`config.mk`:
```
export PLATFORM = sky130hd
export DESIGN_NAME = vfifo_stream_arbiter
export DESIGN_NICKNAME = d
export VERILOG_FILES = /design/src/rtl/vfifo_stream_arbiter.sv
export SDC_FILE = /design/constraint.sdc
export NUM_CORES = 1
export LEC_CHECK = 0
export ABC_AREA = 1
export BUFFER_PORTS_ARGS = -buffer_cell sky130_fd_sc_hd__buf_4
export CAP_MARGIN = 20
export CORE_MARGIN = 1.5
export CORE_UTILIZATION = 52
export CTS_CLUSTER_SIZE = 40
export DETAILED_ROUTE_END_ITERATION = 7
export GPL_TIMING_DRIVEN = 0
export PLACE_DENSITY = 0.87
export SYNTH_ARGS = -nofsm -noshare
export SYNTH_HDL_FRONTEND = slang
export SYNTH_SLANG_ARGS = --single-unit
export TNS_END_PERCENT = 30
```
`constraint.sdc`:
```
create_clock -name aclk -period 4.5 [get_ports aclk]
set_clock_uncertainty 0.15 [all_clocks]
set_input_delay 0.45 -clock aclk [delete_from_list [all_inputs] [get_ports aclk]]
set_output_delay 0.45 -clock aclk [all_outputs]
set_load 0.005 [all_outputs]
```
`src/rtl/vfifo_stream_arbiter.sv`:
```
// vfifo_stream_arbiter
// Round-robin burst arbiter that shares the DDR3 virtual FIFO s_axis write port
// between two AXI-stream sources. One source is granted per burst. The data path
// is a zero-latency pass-through while a grant is held. tlast is forced at every
// BURST_WORDS boundary, and tdest carries the granted channel number.
module vfifo_stream_arbiter #(
   parameter int DATA_WIDTH  = 32,
   parameter int BURST_WORDS = 128,
   parameter int TIMEOUT     = 64,
   parameter int CNT_WIDTH   = 16
) (
   input  logic                  aclk,
   input  logic                  aresetn,
   input  logic                  enable,
   input  logic                  s0_axis_tvalid,
   output logic                  s0_axis_tready,
   input  logic [DATA_WIDTH-1:0] s0_axis_tdata,
   input  logic                  s0_axis_tlast,
   input  logic                  s1_axis_tvalid,
   output logic                  s1_axis_tready,
   input  logic [DATA_WIDTH-1:0] s1_axis_tdata,
   input  logic                  s1_axis_tlast,
   output logic                  m_axis_tvalid,
   input  logic                  m_axis_tready,
   output logic [DATA_WIDTH-1:0] m_axis_tdata,
   output logic                  m_axis_tlast,
   output logic                  m_axis_tdest,
   input  logic [1:0]            vfifo_s2mm_channel_full,
   output logic [1:0]            grant,
   output logic                  busy,
   output logic [CNT_WIDTH-1:0]  burst_cnt0,
   output logic [CNT_WIDTH-1:0]  burst_cnt1
);

   localparam int BEAT_W = $clog2(BURST_WORDS);
   localparam int TMO_W  = (TIMEOUT > 1) ? $clog2(TIMEOUT) : 1;

   localparam logic [BEAT_W-1:0] BEAT_LAST = BEAT_W'(BURST_WORDS - 1);
   localparam logic [TMO_W-1:0]  TMO_LAST  = TMO_W'(TIMEOUT - 1);

   localparam logic [0:0] ST_IDLE = 1'b0;
   localparam logic [0:0] ST_XFER = 1'b1;

   logic [0:0]            state;
   logic                  gnt_ch;
   logic                  rr_last;
   logic [BEAT_W-1:0]     beat_cnt;
   logic [TMO_W-1:0]      tmo;

   logic [1:0]            eligible;
   logic                  pick;
   logic                  sel_valid;
   logic                  sel_last;
   logic [DATA_WIDTH-1:0] sel_data;
   logic                  handshake;

   // Arbitration: a channel is eligible when enabled, valid and its VFIFO channel is not full.
   always_comb begin
      eligible[0] = enable & s0_axis_tvalid & ~vfifo_s2mm_channel_full[0];
      eligible[1] = enable & s1_axis_tvalid & ~vfifo_s2mm_channel_full[1];
      if (&eligible) begin
         pick = ~rr_last;
      end else begin
         pick = eligible[1];
      end
   end

   // Source mux for the granted channel.
   always_comb begin
      sel_valid = gnt_ch ? s1_axis_tvalid : s0_axis_tvalid;
      sel_last  = gnt_ch ? s1_axis_tlast  : s0_axis_tlast;
      sel_data  = gnt_ch ? s1_axis_tdata  : s0_axis_tdata;
   end

   // Output stage: pass-through in XFER, everything quiet in IDLE.
   always_comb begin
      m_axis_tvalid  = 1'b0;
      m_axis_tdata   = '0;
      m_axis_tlast   = 1'b0;
      m_axis_tdest   = 1'b0;
      s0_axis_tready = 1'b0;
      s1_axis_tready = 1'b0;
      grant          = 2'b00;
      busy           = 1'b0;
      if (state == ST_XFER) begin
         m_axis_tvalid  = sel_valid;
         m_axis_tdata   = sel_data;
         m_axis_tlast   = sel_last | (beat_cnt == BEAT_LAST);
         m_axis_tdest   = gnt_ch;
         s0_axis_tready = ~gnt_ch & m_axis_tready;
         s1_axis_tready = gnt_ch & m_axis_tready;
         grant          = gnt_ch ? 2'b10 : 2'b01;
         busy           = 1'b1;
      end
   end

   // Accepted beat on the master side.
   always_comb handshake = m_axis_tvalid & m_axis_tready;

   // Grant FSM, beat/timeout counters and per-channel completed-burst counters.
   always_ff @(posedge aclk or negedge aresetn) begin
      if (!aresetn) begin
         state      <= ST_IDLE;
         gnt_ch     <= 1'b0;
         rr_last    <= 1'b1;
         beat_cnt   <= '0;
         tmo        <= '0;
         burst_cnt0 <= '0;
         burst_cnt1 <= '0;
      end else begin
         case (state)
            ST_IDLE: begin
               if (|eligible) begin
                  state    <= ST_XFER;
                  gnt_ch   <= pick;
                  beat_cnt <= '0;
                  tmo      <= '0;
               end
            end
            ST_XFER: begin
               if (handshake) begin
                  if (m_axis_tlast) begin
                     state    <= ST_IDLE;
                     rr_last  <= gnt_ch;
                     beat_cnt <= '0;
                     if (gnt_ch) begin
                        burst_cnt1 <= burst_cnt1 + CNT_WIDTH'(1);
                     end else begin
                        burst_cnt0 <= burst_cnt0 + CNT_WIDTH'(1);
                     end
                  end else begin
                     beat_cnt <= beat_cnt + BEAT_W'(1);
                  end
               end else if ((beat_cnt == '0) && !sel_valid) begin
                  // Only a grant that has not moved any beat may be dropped.
                  if (tmo == TMO_LAST) begin
                     state   <= ST_IDLE;
                     rr_last <= gnt_ch;
                  end else begin
                     tmo <= tmo + TMO_W'(1);
                  end
               end
            end
            default: state <= ST_IDLE;
         endcase
      end
   end

endmodule

```
==> flow_summary.ini <==
[status]
status = complete, but fails checks
violations = negative hold slack

[yosys]
ys_ff_latch = 48
synth_nets = 534
ys_seq_area_frac = 0.3636
synth-edff-count = 0
synth_area_sq_um = 3307
ys.flop_type = dfrtp_1
postSynthCellCount = 455
synthArstFlopShare = 1.000
synth.distinct_cells = 33
avgSynthCellArea_sq_um = 7.268
yosys_warnings = 0

[critical_path]
cp_cell_sequence = buf_2 -> nand2_1 -> inv_1 -> buf_1 -> a22o_1 -> buf_4
crit_path_end = m_axis_tdata[28]
crit_buf_inv = 4
worst-path-stages = 6
crit_start = state
rr_endpoint = burst_cnt0[11]
path_class = reg -> out
crit_family = buffers and inverters
path_max_fanout = 11
crit_slowest_cell = buf_1
worstRegToRegCells = 9
cp.arrival_ps = 1890
slowest_delay_ps = 400
cp-start-kind = register
required_ps = 3900
rrSetupSlack_ps = 2670
r2r-start = beat_cnt[1]
cp-end-kind = primary output

[grt]
grtUsageMet3 = 0.04835
met1_usage = 0.3202
grt_pass1_wl_mm = 15.32
grt.total_usage = 0.2940
grt_use_met2 = 0.5659
grt_max_degree = 49
grt_pass1_vias = 3383
globalRouteOverflowTotal = 0
antenna_found_initial = 0
top_usage_layer = met2

[power]
p_clk_frac = 0.150
internal-power_w = 0.001292
p_total_w = 0.002170
switching_share = 0.4043
ir_worst_vdd_v = 0.0003445
seqPwrFrac = 0.296
combinationalPowerShare = 0.554
switching_power_w = 0.0008772
leakagePower_nw = 2.363
p_per_area_nw_per_um2 = 471.2

[timing]
fin_tns_setup_ps = 0
rsz0062_at_grt = false
setup_violations = 0
fmax_mhz = 401.2
slew_viol_final = 0
fin_crit_sh = 0.5539
hold_viol = 20
worstMarginPinSlew_ps = 599.6
min_period_ps = 2492
setup_slack_ps = 2008
slew_headroom = 0.6003
timing.hold.ws_ps = -14.61

[finish]
postLayoutCoreUtil = 0.7641
nNetsFinal = 686
final_common_cell = nand2_1
insertedDiodeCount = 0
fill_cells = 455
drive_gt1_frac = 0.3026
syn2layout_area_growth_pct = 39.24
final_cell_mix = nand2_1, buf_4, dfrtp_1, nor2_1, inv_1

[clock_tree]
clk_pin_slew_ps = 90
cts_tree = built
clk_latency_ps = 310
postCtsHoldBufs = 0
clock_path_buffers = 2
cts_setup_buffers = 0
root_buffer = clkbuf_8
htreeDepth = 2
postCtsResizedCells = 0
clock-sinks = 48
cts_buffers = 5

[die]
start_util = 0.5488
die_y_um = 82.75
num_rows = 28
io_pins = 146
dieArea_sq_um = 6847
fp.coreArea_sq_um = 6026
dieWidth_um = 82.75

[placement]
detailed_place_hpwl_mm = 7.699
place_ws_ps = 2342
port_buffers = 145
globalplace.congestion = 0.8789

[drt]
drcViolationCount = 0
drtPass1Iterations = 4
drt-wirelength-per-cell_um = 14.30
drt_iter0_drc = 170
dr_total_vias = 3588
drt_wl_total_mm = 9.764
viasPerCell = 5.253
ant_nets = 0

[flow_run]
max_cap_violations = 0

[hold_path]
hold_class = in -> async
==> worst min path at each step <==
stage | start | endpoint
final | aresetn | burst_cnt1[4]
after global routing | aresetn | burst_cnt1[2]
after CTS | aresetn | burst_cnt1[2]
after detailed placement | beat_cnt[6] | beat_cnt[6]
after global placement | rr_last | rr_last
after floorplan | aresetn | beat_cnt[0]
==> stage by stage <==
stage / hold slack [ps] / cell area [sq um] / cells
after global placement: 312.1 / 4489 / 675
final: -14.61 / 4604 / 683
after detailed placement: 339.8 / 4489 / 675
after floorplan: 4.409 / 3307 / 455
after global routing: 28.27 / 4604 / 683
after CTS: 4.578 / 4604 / 683
==> registers in the layout (all words and copies together) (netlist names) <==
| name | flops |
|---|---|
| tmo | 6 |
| beat_cnt | 7 |
| burst_cnt1 | 16 |
| state | 1 |
| rr_last | 1 |
| gnt_ch | 1 |
| burst_cnt0 | 16 |
==> layer usage <==
metal	part of all wire	vias up
met4	0.024	0
met1	0.37	1651
li1	-	1786
met2	0.53	133
met5	0	-
met3	0.075	18
==> cell families (layout without fill, tap and decap cells) <==
family,after synthesis,count (layout),synth area share
AND/OR/NAND/NOR,266,266,0.3530
AO/OA/AOI/OAI,60,60,0.1313
buffers and inverters,56,209,0.08021
flip-flops,48,48,0.3636
XOR/XNOR,20,20,0.05297
adder cells (fa/ha/maj),5,5,0.01892
==> power by group through the flow <==
stage                     clock [W]  combinational (W)  sequential [W]
after CTS                  0.000332            0.00121        0.000640
after global placement            0            0.00117        0.000641
after global routing       0.000348            0.00134        0.000658
after floorplan                   0           0.000647        0.000629
after detailed placement          0            0.00120        0.000646
final                      0.000326            0.00120        0.000642
==> worst reg2reg max path, stage by stage, from the launching register on <==
cell,delay [ps]
dfrtp_1,410
ha_1,260
inv_1,70
nor2_2,160
nand2_2,90
nand2_4,130
nand2_4,110
buf_2,210
nand2_1,80
nand2_1,50
==> Yosys cell counts (3+ instances only) <==
master / instances / area, sq um
a22o_1: 33 / 289.0
ha_1: 5 / 62.56
o21ai_0: 15 / 75.07
o21ai_1: 5 / 25.02
buf_6: 3 / 33.78
xnor2_1: 10 / 87.58
nand2_2: 4 / 25.02
nand2_4: 3 / 33.78
nand3b_1: 3 / 22.52
nand2_1: 157 / 589.3
nor3_1: 11 / 55.05
nor2_1: 43 / 161.4
nand3_1: 29 / 145.1
buf_2: 6 / 30.03
dfrtp_1: 47 / 1176
nand4_1: 7 / 43.79
a21oi_1: 4 / 20.02
nand3_2: 3 / 30.03
xor2_1: 10 / 87.58
inv_1: 39 / 146.4
==> layout make-up <==
class / instances / area, sq um / share of cell area
Timing Repair Buffer: 145 / 1089 / 0.2364
Clock inverter: 3 / 46.29 / 0.01005
Multi-Input combinational cell: 351 / 1839 / 0.3995
Inverter: 42 / 167.7 / 0.03641
Buffer: 14 / 97.59 / 0.02120
Clock buffer: 5 / 68.82 / 0.01495
Tap cell: 75 / 93.84 / 0.02038
Sequential cell: 48 / 1202 / 0.2611
No activity file was read; power rests on OpenSTA's default activity.
